### src/rtl/button_conditioner.sv
// Purpose: synchronize, debounce and edge-detect the two raw paddle buttons for the game logic.
// Latency: a clean raw transition reaches the outputs DEBOUNCE_CYCLES+2 clk25 edges after first being sampled.
// Backpressure: none; outputs are free-running levels and one-cycle press pulses.
// Optional build macro BUTTON_AUTOREPEAT_EN adds hold-to-repeat press pulses.
module button_conditioner #(
  parameter int DEBOUNCE_CYCLES = 250000,
  parameter int CNT_W           = 18,
  parameter int REPEAT_DELAY    = 12500000,
  parameter int REPEAT_PERIOD   = 2500000
) (
  input  logic clk25,
  input  logic rst_n,
  input  logic button_left_raw,
  input  logic button_right_raw,
  output logic button_left,
  output logic button_right,
  output logic left_press,
  output logic right_press
);

  // Counter saturates at this value; it is compared, never exceeded, so it cannot wrap.
  localparam logic [CNT_W-1:0] CNT_MAX = CNT_W'(DEBOUNCE_CYCLES - 1);

  // Index 0 is the left button, index 1 the right button.
  logic [1:0]       raw;
  logic [1:0]       sync1;
  logic [1:0]       sync2;
  logic [1:0]       stable;
  logic [1:0]       stable_nxt;
  logic [1:0]       rise;
  logic [1:0]       press_nxt;
  logic [CNT_W-1:0] cnt     [2];
  logic [CNT_W-1:0] cnt_nxt [2];

  assign raw = {button_right_raw, button_left_raw};

  // Two-flop synchronizer per button, no logic between the stages.
  always_ff @(posedge clk25) begin
    if (!rst_n) begin
      sync1 <= '0;
      sync2 <= '0;
    end else begin
      sync1 <= raw;
      sync2 <= sync1;
    end
  end

  // Debounce: accept a new level only after DEBOUNCE_CYCLES consecutive disagreeing samples.
  always_comb begin
    for (int i = 0; i < 2; i++) begin
      stable_nxt[i] = stable[i];
      cnt_nxt[i]    = '0;
      if (sync2[i] != stable[i]) begin
        if (cnt[i] == CNT_MAX) begin
          stable_nxt[i] = sync2[i];
        end else begin
          cnt_nxt[i] = cnt[i] + CNT_W'(1);
        end
      end
    end
  end

  assign rise = stable_nxt & ~stable;

`ifdef BUTTON_AUTOREPEAT_EN
  // Hold counter restarts at 0 on the press edge; after firing at REPEAT_DELAY it is rewound
  // so it reaches REPEAT_DELAY again REPEAT_PERIOD cycles later (assumes PERIOD <= DELAY).
  localparam int                HOLD_W    = $clog2(REPEAT_DELAY + 1);
  localparam logic [HOLD_W-1:0] HOLD_FIRE = HOLD_W'(REPEAT_DELAY);
  localparam logic [HOLD_W-1:0] HOLD_WRAP = HOLD_W'(REPEAT_DELAY - REPEAT_PERIOD + 1);

  logic [HOLD_W-1:0] hold     [2];
  logic [HOLD_W-1:0] hold_nxt [2];

  // Press pulse on the accepted rising edge plus periodic repeats while the level stays high.
  always_comb begin
    for (int i = 0; i < 2; i++) begin
      hold_nxt[i]  = '0;
      press_nxt[i] = rise[i];
      if (stable[i] && stable_nxt[i]) begin
        hold_nxt[i] = (hold[i] == HOLD_FIRE) ? HOLD_WRAP : hold[i] + HOLD_W'(1);
        if (hold_nxt[i] == HOLD_FIRE) begin
          press_nxt[i] = 1'b1;
        end
      end
    end
  end

  // Hold counters clear in reset and whenever the debounced level is low.
  always_ff @(posedge clk25) begin
    if (!rst_n) begin
      hold[0] <= '0;
      hold[1] <= '0;
    end else begin
      hold[0] <= hold_nxt[0];
      hold[1] <= hold_nxt[1];
    end
  end
`else
  // Repeat timing has no effect in this build; the parameters stay for a uniform interface.
  if (REPEAT_DELAY < 0 || REPEAT_PERIOD < 0) begin : g_repeat_unused
  end

  assign press_nxt = rise;
`endif

  // Debounce state and outputs; levels are conflict-masked, press pulses are not.
  always_ff @(posedge clk25) begin
    if (!rst_n) begin
      stable       <= '0;
      cnt[0]       <= '0;
      cnt[1]       <= '0;
      button_left  <= 1'b0;
      button_right <= 1'b0;
      left_press   <= 1'b0;
      right_press  <= 1'b0;
    end else begin
      stable       <= stable_nxt;
      cnt[0]       <= cnt_nxt[0];
      cnt[1]       <= cnt_nxt[1];
      button_left  <= stable_nxt[0] & ~stable_nxt[1];
      button_right <= stable_nxt[1] & ~stable_nxt[0];
      left_press   <= press_nxt[0];
      right_press  <= press_nxt[1];
    end
  end

endmodule

### config.mk
export PLATFORM = sky130hd
export DESIGN_NAME = button_conditioner
export DESIGN_NICKNAME = d
export VERILOG_FILES = /design/src/rtl/button_conditioner.sv
export SDC_FILE = /design/constraint.sdc
export NUM_CORES = 1
export LEC_CHECK = 0
export ABC_CLOCK_PERIOD_IN_PS = 5200
export CAP_MARGIN = 15
export CORE_MARGIN = 2
export CORE_UTILIZATION = 40
export DETAILED_ROUTE_END_ITERATION = 8
export SLEW_MARGIN = 20
export SYNTH_ARGS = -nofsm -noshare
export SYNTH_HDL_FRONTEND = slang
export SYNTH_SLANG_ARGS = --single-unit
### constraint.sdc
create_clock -name clk25 -period 5.2 [get_ports clk25]
set_clock_uncertainty 0.1 [all_clocks]
set_input_delay 1.3 -clock clk25 [delete_from_list [all_inputs] [get_ports clk25]]
set_output_delay 1.3 -clock clk25 [all_outputs]
set_load 0.05 [all_outputs]
; After elaboration in Yosys (flattened, before gate mapping)
; Memories as Yosys holds them, arrays and structs flattened.
; Cells that the tools add are included.
[word_totals]
regBits = 10
latchBits = 0
mem_bits_rw = 36
romBits = 0
input_bits = 4
out_inout_bits = 4
word_cells = 34
n_memories = 1
[mem_list]
columns = memory, depth, width, read_ports, rd_ports_with_merged_regs, write_ports, line
row1 = cnt, 2, 18, 2, 0, 2, 32  ; logic [CNT_W-1:0] cnt [2];
[classes]
n_addsub = 2
n_mul = 0
div = 0
n_lt_le_gt_ge = 0
eq_ne = 4
shift = 0
mux = 12
n_bitwise = 8
reduce_logical = 0
[op_table]
columns = op, count
row1 = 2-to-1 mux 18 bit, 6
row2 = adder 18 x 1 -> 18 bit (second input constant), 2
row3 = == test 18 bit (second input constant), 2
row4 = 2-to-1 mux 1 bit, 6
row5 = AND 1 bit, 2
row6 = AND 2 bit, 1
row7 = != test 1 bit, 2
row8 = inverter 1 bit, 2
row9 = inverter 2 bit, 1
row10 = bitwise OR 1 bit, 2

; Logic depth before layout (Yosys ltp)
; Gate-level depths: netlist of the first run.
[logic_depth]
word_depth = 5
ltp_mapped = 7
depth_no_buf = 5

; Worst setup path before layout of the first run
; Ideal clock, no wire load.
[synth_path]
path_kind = input-to-reg
startpoint = input port rst_n
endpoint = memory cnt[1][11] (netlist: cnt[0][29])
setup_ps = 64
arrival_time_ps = 2150
t_required_ps = 5036
path_slack_ps = 2886
path_stages = 6
n_path_buf = 3
cell_sequence = clkbuf_1 nand2_1 a21o_1 buf_2 buf_2 nor2_1
[synth_rtl]
columns = item, line
row1 = "start, declared", 12  ; input logic rst_n,
row2 = "end, declared", 32

; Worst setup path after layout of the first run
[layout_path]
startpoint = register button_left
endpoint = output port button_left
[layout_rtl]
columns = item, line
row1 = "start, declared", 15  ; output logic button_left,
row2 = "start signal, assigned", 121  ; button_left <= stable_nxt[0] & ~stable_nxt[1];
; No word-level cell between the ends.

==> impl_results.md, run 1 <==
- Status: completed
- Worst Path Class, Setup: reg -> out
- Startpoint types: register
- Top Layer Used: met4
- Share of cells above drive strength 1: 0.06087
- Post-Syn Area per Cell: 8.843 µm²
- Area grow syn2layout: 11.61%
- Tot GR Track Use: 0.1376
- VDD IR max: 0.0001304 V
- Post-synth top area cell: dfxtp_1
- Synth Area in Compound Gates: 0.08820
- CP delay by family, top: buffers and inverters
- Total CTS buffers: 5
- Met2 routed WL: 1.478 mm
- Post-synthesis sequential area ratio: 0.4670
- Yosys top cell area share: 0.4670
- Crit end category: output pin
- Met1 WL: 1.800 mm
- Clk root buf: clkbuf_8
- CTS H-tree lvls: 2
- Synth cell types: 35
- TritonCTS clock tree: yes
- Simple-Gate Fraction of Synth Area: 0.2881
- Worst-Skew Late Latency: 0.29 ns
- Die area: 0.005507 mm²
- RSZ-0062 raised after global routing: false
- Residual DRC count: 0
- Min-delay worst type: reg -> reg
- CTS sink cnt: 46
- F_max: 353.6 MHz
- Syn nets: 229
- Main combinational cell family by area after synthesis: simple AND/OR/NAND/NOR gates
- Starting DRC count in detailed routing: 96
- Max cap viols: 0
- Post-synth EDFFs: 0
- FF+latch count, synth: 46
- Most common cell after layout, fill and taps aside: dfxtp_1
- R2r startpoint: cnt[0][0]$_SDFF_PP0_
- Least-Margin Pin Slew: 0.7001 ns
- Row count: 25
- LEAKAGE: 0.6715 nW
- CP Buf/Inv Count: 1
- CP max FO: 1
- Post-route setup TNS: 0 ns
- Die height: 74.21 µm
- Mapped cell area: 0.001972 mm²
- R2r worst-path depth: 5
- Global route overflow: 0
- Diode count: 0
- Pwr/cell area: 277.8 mW/mm²
- Port Buffers: 7
- CP Depth: 1
- Initial Util: 0.4175
- Worst Setup EP: button_left
- Post-DP HPWL: 2.418 mm
- Top FF cell, synth: dfxtp_1
- Minimum clock period after layout: 2.828 ns
- Post-synthesis async set-or-reset flop share: 0
- Most frequent cells in the layout: 46 x dfxtp_1, 32 x nor2_1, 16 x nand2_1
- Slew HR: 0.5330
- Largest net degree at the start of global routing: 18
- Detailed Routing Iterations Pass 1: 4
- Vias in the first global route: 1307
- Area contributors post-synth: dfxtp_1 47%, nor2_1 6.1%, xor2_1 5.8%
- Critical path's largest stage delay: 0.80 ns
- Slowest-stage cell, CP: clkdlybuf4s50_1
- Worst R2R Setup Slack: 3.10 ns
- Post-Synth Adder-Cell Area: 0.01269
- Cell-by-cell trace of the critical path: clkdlybuf4s50_1
- Boundary Pins: 8
- Post-Syn Instances: 223
- Hold Slack: 0.3399 ns
- Final Setup Violations: 0
- Routed vias: 1502
- Nets: 235
- CTS-repair resized insts: 0
- Die X: 74.21 µm
- Wire length per cell: 11.56 µm
- Clock transition at path regs: 0.08 ns
- Met3 WL: 90 µm
- Mux contribution to synthesized area: 0
- R2R Path End: cnt[0][11]$_SDFF_PP0_
- Initial antenna violation count: 0
- Maximum clock insertion buffer count: 2
- DRT antenna net count: 0
- Worst setup path start: button_left$_SDFF_PN0_
- First-pass GRT wire length: 5.865 mm
- Post-CTS Setup Inserts: 0
- YS warnings: 0
- Detailed Route WL: 3.433 mm
- Core area: 0.004723 mm²
- CTS Hold Buffers Added: 0
- Fin. Hold Viols: 0
- Slew Viols, Final: 0
- Post-Synth XOR/XNOR Area: 0.1110
- Final clock period utilization by the worst path: 0.5438
- Via/cell ratio: 5.057
- CP Data Required Time: 3.80 ns
- Critical path data arrival time: 1.43 ns
- Routability cong.: 0.7746
-- worst min-delay path by stage --
stage          depth (start not counted)                start                   to
2_1_floorplan                          1  sync1[0]$_SDFF_PN0_  sync2[0]$_SDFF_PN0_
3_5_place_dp                           1  sync1[0]$_SDFF_PN0_  sync2[0]$_SDFF_PN0_
5_1_grt                                1  sync1[0]$_SDFF_PN0_  sync2[0]$_SDFF_PN0_
3_3_place_gp                           1  sync1[0]$_SDFF_PN0_  sync2[0]$_SDFF_PN0_
6_report                               1  sync1[0]$_SDFF_PN0_  sync2[0]$_SDFF_PN0_
4_1_cts                                1  sync1[0]$_SDFF_PN0_  sync2[0]$_SDFF_PN0_
-- cell type report --
type | instances | area (µm²)
multi-input combinational | 161 | 985.9
sequential | 46 | 920.9
clock buffer | 8 | 110.1
inverter | 8 | 30.03
timing repair buffer | 7 | 70.07
fill | 469 | 2522
tap | 67 | 83.83
-- Yosys cell counts (all sizes together) (4+ instances only) --
cell and n:
clkbuf 4, xor2 13, o31ai 6, and2 5, nand4 10, nor3 6
xnor2 12, or4 7, nor4 4, a21oi 10, inv 8, nand3 11
buf 4, dfxtp 46, nor2 32, nand2 16, or3 7
-- logic make-up (layout without fill, tap and decap cells) --
kind of cell | after synthesis | count (layout)
AND/OR/NAND/NOR | 108 | 108
AO/OA/AOI/OAI | 26 | 26
adder cells (fa/ha/maj) | 2 | 2
buffers and inverters | 16 | 23
flip-flops | 46 | 46
XOR/XNOR | 25 | 25
-- stage by stage --
stage	worst slack (ns)	util	power, mW	cell area [µm²]	instances
floorplan	2.886	-	0.3679	1972	223
global placement	2.412	0.4426	0.3708	2091	289
detailed placement	2.351	0.4426	0.3710	2091	289
CTS	2.346	0.4660	0.6224	2201	297
global route	2.333	0.4660	0.6328	2201	297
finish	2.372	0.4660	0.6114	2201	297
-- flip-flops by register name (all words and copies together) (netlist names) --
name          cells
sync1             2
stable            2
right_press       1
cnt              36
button_left       1
sync2             2
left_press        1
button_right      1
-- report_power, final --
part	switching (mW)	internal, mW	total, mW
combinational	0.00391	0.00359	0.00750
sequential	0.00119	0.354	0.355
clock	0.115	0.134	0.249
total	0.120	0.492	0.611
-- layer usage --
metal / up-vias / GRT usage
met2: 16 / 0.1994
met5: - / 0
met4: 0 / 0.06548
li1: 793 / -
met3: 7 / 0.02846
met1: 686 / 0.1958
Power figures use the tool's default switching activity.
==> run 2: changes to the inputs <==
--- a/config.mk
+++ b/config.mk
@@ -5,7 +5,7 @@
 export SDC_FILE = /design/constraint.sdc
 export NUM_CORES = 1
 export LEC_CHECK = 0
-export ABC_CLOCK_PERIOD_IN_PS = 5200
+export ABC_CLOCK_PERIOD_IN_PS = 2700
 export CAP_MARGIN = 15
 export CORE_MARGIN = 2
 export CORE_UTILIZATION = 40
==> constraint.sdc (replaced) <==
create_clock -name clk25 -period 2.7 [get_ports clk25]
set_clock_uncertainty 0.1 [all_clocks]
set_input_delay 0.675 -clock clk25 [delete_from_list [all_inputs] [get_ports clk25]]
set_output_delay 0.675 -clock clk25 [all_outputs]
set_load 0.05 [all_outputs]
==> run 2 against run 1 <==
Effect of this change:
- sequential power rose by 93%
- combinational power rose by 92%
- wire length fell by 0.99%
- total power rose by 96%
- largest power group unchanged
- clock power rose by 100%
==> impl_results.md, run 2 (synthesis results as in run 1) <==
- DRT antenna net count: 0 (unchanged)
- Wire length per cell: 11.44 µm (was 11.56 µm)
- Tot GR Track Use: 0.1413 (was 0.1376)
- LEAKAGE: 0.6654 nW (was 0.6715 nW)
- Min-delay worst type: reg -> reg (unchanged)
- Status: completed (unchanged)
- Detailed Route WL: 3.399 mm (was 3.433 mm)
- Pwr/cell area: 544.5 mW/mm² (was 277.8 mW/mm²)
- Max cap viols: 0 (unchanged)
- Most frequent cells in the layout: 46 x dfxtp_1, 32 x nor2_1, 16 x nand2_1 (unchanged)
- CTS H-tree lvls: 2 (unchanged)
- TritonCTS clock tree: yes (unchanged)
- Die X: 74.21 µm (unchanged)
- Final Setup Violations: 0 (unchanged)
- Largest net degree at the start of global routing: 18 (unchanged)
- Core area: 0.004723 mm² (unchanged)
- Crit end category: output pin (unchanged)
- Clk root buf: clkbuf_8 (unchanged)
- Starting DRC count in detailed routing: 101 (was 96)
- Top reg by flops: cnt (unchanged)
- CTS Hold Buffers Added: 0 (unchanged)
- Final core occ: 0.4660 (unchanged)
- CP Data Required Time: 1.92 ns (was 3.80 ns)
- Nets: 235 (unchanged)
- Share of cells above drive strength 1: 0.05652 (was 0.06087)
- Die height: 74.21 µm (unchanged)
- Detailed Routing Iterations Pass 1: 4 (unchanged)
- CP delay by family, top: buffers and inverters (unchanged)
- Most common cell after layout, fill and taps aside: dfxtp_1 (unchanged)
- Number of flip-flops in the largest register: 36 (unchanged)
- Global route overflow: 0 (unchanged)
- CP max FO: 1 (unchanged)
- Row count: 25 (unchanged)
- F_max: 450.4 MHz
- Worst Path Class, Setup: reg -> out (unchanged)
- Minimum clock period after layout: 2.220 ns
- Die area: 0.005507 mm² (unchanged)
- Slew Viols, Final: 0 (unchanged)
- Clock transition at path regs: 0.09 ns (was 0.08 ns)
- Boundary Pins: 8 (unchanged)
- Post-DP HPWL: 2.401 mm (was 2.418 mm)
- Cell-by-cell trace of the critical path: clkdlybuf4s50_1 (unchanged)
- Via/cell ratio: 5.044 (was 5.057)
- Critical path's largest stage delay: 0.80 ns (about the same)
- VDD IR max: 0.0002857 V (was 0.0001304 V)
- Slowest-stage cell, CP: clkdlybuf4s50_1 (unchanged)
- Port Buffers: 7 (unchanged)
- Routed vias: 1498 (was 1502)
- Initial antenna violation count: 0 (unchanged)
- Area grow syn2layout: 11.61% (unchanged)
- Residual DRC count: 0 (unchanged)
- Diode count: 0 (unchanged)
- Maximum clock insertion buffer count: 2 (unchanged)
- Vias in the first global route: 1354 (was 1307)
- Met3 WL: 138 µm (was 90 µm)
- Startpoint types: register (unchanged)
- Met1 WL: 1.747 mm (was 1.800 mm)
- Routability cong.: 0.7746 (unchanged)
- Top Layer Used: met4 (unchanged)
- Least-Margin Pin Slew: 0.6886 ns (was 0.7001 ns)
- Final clock period utilization by the worst path: 0.8223
- CTS sink cnt: 46 (unchanged)
- First-pass GRT wire length: 6.003 mm (was 5.865 mm)
- Critical path data arrival time: 1.45 ns (was 1.43 ns)
- CP Buf/Inv Count: 1 (unchanged)
- Post-route setup TNS: 0 ns (unchanged)
- Total CTS buffers: 5 (unchanged)
- Post-CTS Setup Inserts: 0 (unchanged)
- Fillers: 475 (was 469)
- CTS-repair resized insts: 0 (unchanged)
- Initial Util: 0.4175 (unchanged)
- RSZ-0062 raised after global routing: false (unchanged)
- Met2 routed WL: 1.486 mm (was 1.478 mm)
- Fin. Hold Viols: 0 (unchanged)
- Worst-Skew Late Latency: 0.29 ns (about the same)
- Slew HR: 0.5406 (was 0.5330)
[run 2: changes by cell type in the layout (fill, tap and decap cells not counted), sizes merged]
cell,previous run,this run
clkbuf,8,6
bufinv,0,1
clkinvlp,0,1
[run 2: cell type report]
| cell class | count | area [µm²] | share of cell area |
|---|---|---|---|
| Inverter | 8 | 30.03 | 0.01364 |
| Clock buffer | 6 | 72.57 | 0.03297 |
| Timing Repair Buffer | 7 | 70.07 | 0.03184 |
| Sequential cell | 46 | 920.9 | 0.4184 |
| Clock inverter | 2 | 37.54 | 0.01706 |
| Tap cell | 67 | 83.83 | 0.03809 |
| Multi-Input combinational cell | 161 | 985.9 | 0.4480 |
[run 2: worst paths after layout]
kind                          from               endpoint  slack (ns)  cells after the start
min            sync1[0]$_SDFF_PN0_    sync2[0]$_SDFF_PN0_        0.34                      1
min reg2reg    sync1[0]$_SDFF_PN0_    sync2[0]$_SDFF_PN0_        0.34                      1
max          left_press$_SDFF_PN0_             left_press        0.48                      1
max reg2reg   cnt[0][0]$_SDFF_PP0_  cnt[0][10]$_SDFF_PP0_        0.60                      5
[run 2: routing by layer]
layer,up-vias,global-route usage
met1,680,0.1985
met5,-,0
li1,795,-
met3,2,0.05285
met4,0,0.04167
met2,21,0.2034
[run 2: power breakdown]
group,switching [mW],total [mW],internal [mW]
Clock,0.224,0.500,0.276
Sequential,0.00223,0.684,0.681
Combinational,0.00746,0.0144,0.00693
[run 2: metrics by stage]
stage	total power [mW]	area, µm²	hold WS (ns)	setup WS [ns]	instances
global placement	0.7141	2091	0.3147	0.5370	289
floorplan	0.7086	1972	0.3119	0.7549	223
finish	1.198	2201	0.3393	0.4797	297
CTS	1.218	2201	0.3447	0.4641	297
global route	1.250	2201	0.3585	0.4032	297
detailed placement	0.7144	2091	0.3233	0.4873	289
==> run 3: changes to the inputs <==
--- a/config.mk
+++ b/config.mk
@@ -5,7 +5,7 @@
 export SDC_FILE = /design/constraint.sdc
 export NUM_CORES = 1
 export LEC_CHECK = 0
-export ABC_CLOCK_PERIOD_IN_PS = 2700
+export ABC_CLOCK_PERIOD_IN_PS = 2100
 export CAP_MARGIN = 15
 export CORE_MARGIN = 2
 export CORE_UTILIZATION = 40
==> constraint.sdc (replaced) <==
create_clock -name clk25 -period 2.1 [get_ports clk25]
set_clock_uncertainty 0.1 [all_clocks]
set_input_delay 0.525 -clock clk25 [delete_from_list [all_inputs] [get_ports clk25]]
set_output_delay 0.525 -clock clk25 [all_outputs]
set_load 0.05 [all_outputs]
==> run 3 against run 2 <==
Effect of this change:
- critical path depth unchanged
- register-to-register slack worse by 0.47 ns
- critical path type unchanged
- clock power up 26%
- final area increased by 5.9%
- global-route usage grew 0.26 points
- total power increased by 28%
- non-clock buffer count increased by 14
==> impl_results.md, run 3 (synthesis results as in run 1) <==
- Most common cell after layout, fill and taps aside: dfxtp_1 (unchanged)
- Cell-by-cell trace of the critical path: clkdlybuf4s50_1 (unchanged)
- Worst R2R Setup Slack: 0.13 ns (was 0.60 ns)
- Die area: 0.005507 mm² (unchanged)
- Area grow syn2layout: 18.15% (was 11.61%)
- Status: completed (unchanged)
- Final clock period utilization by the worst path: 0.9758
- Startpoint types: register (unchanged)
- Routed vias: 1526 (was 1498)
- CTS sink cnt: 46 (unchanged)
- DRT antenna net count: 0 (unchanged)
- Starting DRC count in detailed routing: 70 (was 101)
- Largest net degree at the start of global routing: 18 (unchanged)
- Worst setup path start: left_press$_SDFF_PN0_ (unchanged)
- R2r startpoint: cnt[0][6]$_SDFF_PP0_ (was cnt[0][0]$_SDFF_PP0_)
- Final Setup Violations: 0 (unchanged)
- Detailed Routing Iterations Pass 1: 4 (unchanged)
- CTS Hold Buffers Added: 0 (unchanged)
- Max cap viols: 0 (unchanged)
- Core area: 0.004723 mm² (unchanged)
- Placed cell count: 303 (was 289)
- Most frequent cells in the layout: 46 x dfxtp_1, 32 x nor2_1, 16 x nand2_1 (unchanged)
- Post-Layout Cell Count: 311 (was 297)
- CTS-repair resized insts: 0 (unchanged)
- VDD IR max: 0.0004426 V (was 0.0002857 V)
- Minimum clock period after layout: 2.049 ns
- Diode count: 0 (unchanged)
- Via/cell ratio: 4.907 (was 5.044)
- CP max FO: 1 (unchanged)
- Tot GR Track Use: 0.1439 (was 0.1413)
- Clk root buf: clkbuf_8 (unchanged)
- Final total power: 1.536 mW (was 1.198 mW)
- Die X: 74.21 µm (unchanged)
- Residual DRC count: 0 (unchanged)
- Nets: 249 (was 235)
- Fin. Hold Viols: 0 (unchanged)
- LEAKAGE: 0.7524 nW (was 0.6654 nW)
- Least-Margin Pin Slew: 0.4976 ns (was 0.6886 ns)
- Slew Viols, Final: 0 (unchanged)
- Critical path's largest stage delay: 0.80 ns (about the same)
- Min-delay worst type: reg -> reg (unchanged)
- Initial antenna violation count: 0 (unchanged)
- Wire length per cell: 11.37 µm (was 11.44 µm)
- Port Buffers: 7 (unchanged)
- Post-route setup TNS: 0 ns (unchanged)
- Vias in the first global route: 1388 (was 1354)
- Hold Crit Start: sync1[1]$_SDFF_PN0_ (was sync1[0]$_SDFF_PN0_)
- Share of cells above drive strength 1: 0.1148 (was 0.05652)
- Post-CTS Setup Inserts: 0 (unchanged)
- Total CTS buffers: 5 (unchanged)
- Boundary Pins: 8 (unchanged)
- Slowest-stage cell, CP: clkdlybuf4s50_1 (unchanged)
- CP Data Required Time: 1.47 ns (was 1.92 ns)
- RSZ-0062 raised after global routing: false (unchanged)
- Crit end category: output pin (unchanged)
- Post-DP HPWL: 2.551 mm (was 2.401 mm)
- Global route overflow: 0 (unchanged)
- Worst Path Class, Setup: reg -> out (unchanged)
- CTS H-tree lvls: 2 (unchanged)
- Critical path data arrival time: 1.42 ns (was 1.45 ns)
- Die height: 74.21 µm (unchanged)
- Pre-CTS WS: 0.1635 ns (was 0.4873 ns)
- Slew HR: 0.6636 (was 0.5406)
- Initial Util: 0.4175 (unchanged)
- Number of flip-flops in the largest register: 36 (unchanged)
- TritonCTS clock tree: yes (unchanged)
- Row count: 25 (unchanged)
- Worst-Skew Late Latency: 0.29 ns (about the same)
- Routability cong.: 0.8027 (was 0.7746)
- Maximum clock insertion buffer count: 2 (unchanged)
- First-pass GRT wire length: 6.092 mm (was 6.003 mm)
- Fillers: 462 (was 475)
- Clock transition at path regs: 0.08 ns (was 0.09 ns)
- Detailed Route WL: 3.536 mm (was 3.399 mm)
- Top reg by flops: cnt (unchanged)
- Hold Slack: 0.3410 ns (was 0.3393 ns)
- CP Buf/Inv Count: 1 (unchanged)
- Pwr/cell area: 659.3 mW/mm² (was 544.5 mW/mm²)
- Fin worst setup slack: 0.05074 ns (was 0.4797 ns)
- F_max: 488.0 MHz
- CP delay by family, top: buffers and inverters (unchanged)
run 3: cell count changes in the layout (fill, tap and decap cells not counted), sizes merged:
cell / before / now
buf: 0 / 14
clkinv: 0 / 2
clkbuf: 6 / 5
clkinvlp: 1 / 0
run 3: through the flow:
stage,instance area (µm²),utilization
after floorplan,1972,-
after global placement,2221,0.4702
after detailed placement,2221,0.4702
after CTS,2330,0.4932
after global routing,2330,0.4932
final,2330,0.4932
run 3: final cells by class:
class / instances / area [µm²] / share of cell area
multi-input combinational: 161 / 985.9 / 0.4232
sequential: 46 / 920.9 / 0.3953
timing repair buffer: 21 / 200.2 / 0.08593
tap: 67 / 83.83 / 0.03598
clock buffer: 5 / 68.82 / 0.02954
clock inverter: 3 / 40.04 / 0.01719
inverter: 8 / 30.03 / 0.01289
run 3: final timing paths:
kind                                               to  depth (start not counted)
worst max-delay path                       left_press                          1
worst min-delay path              sync2[1]$_SDFF_PN0_                          1
worst max register to register  cnt[0][15]$_SDFF_PP0_                          4
worst min register to register    sync2[1]$_SDFF_PN0_                          1
run 3: routing by layer:
metal,global-route usage,wire length (µm),up-vias
li1,-,-,820
met3,0.03388,71,2
met2,0.2113,1562,8
met5,0,0,-
met4,0.05952,25,0
met1,0.2039,1877,696
run 3: where the power goes:
| group | total (mW) | internal (mW) | switching, mW |
|---|---|---|---|
| registers | 0.879 | 0.876 | 0.00270 |
| clock network | 0.632 | 0.350 | 0.281 |
| logic | 0.0256 | 0.0144 | 0.0112 |
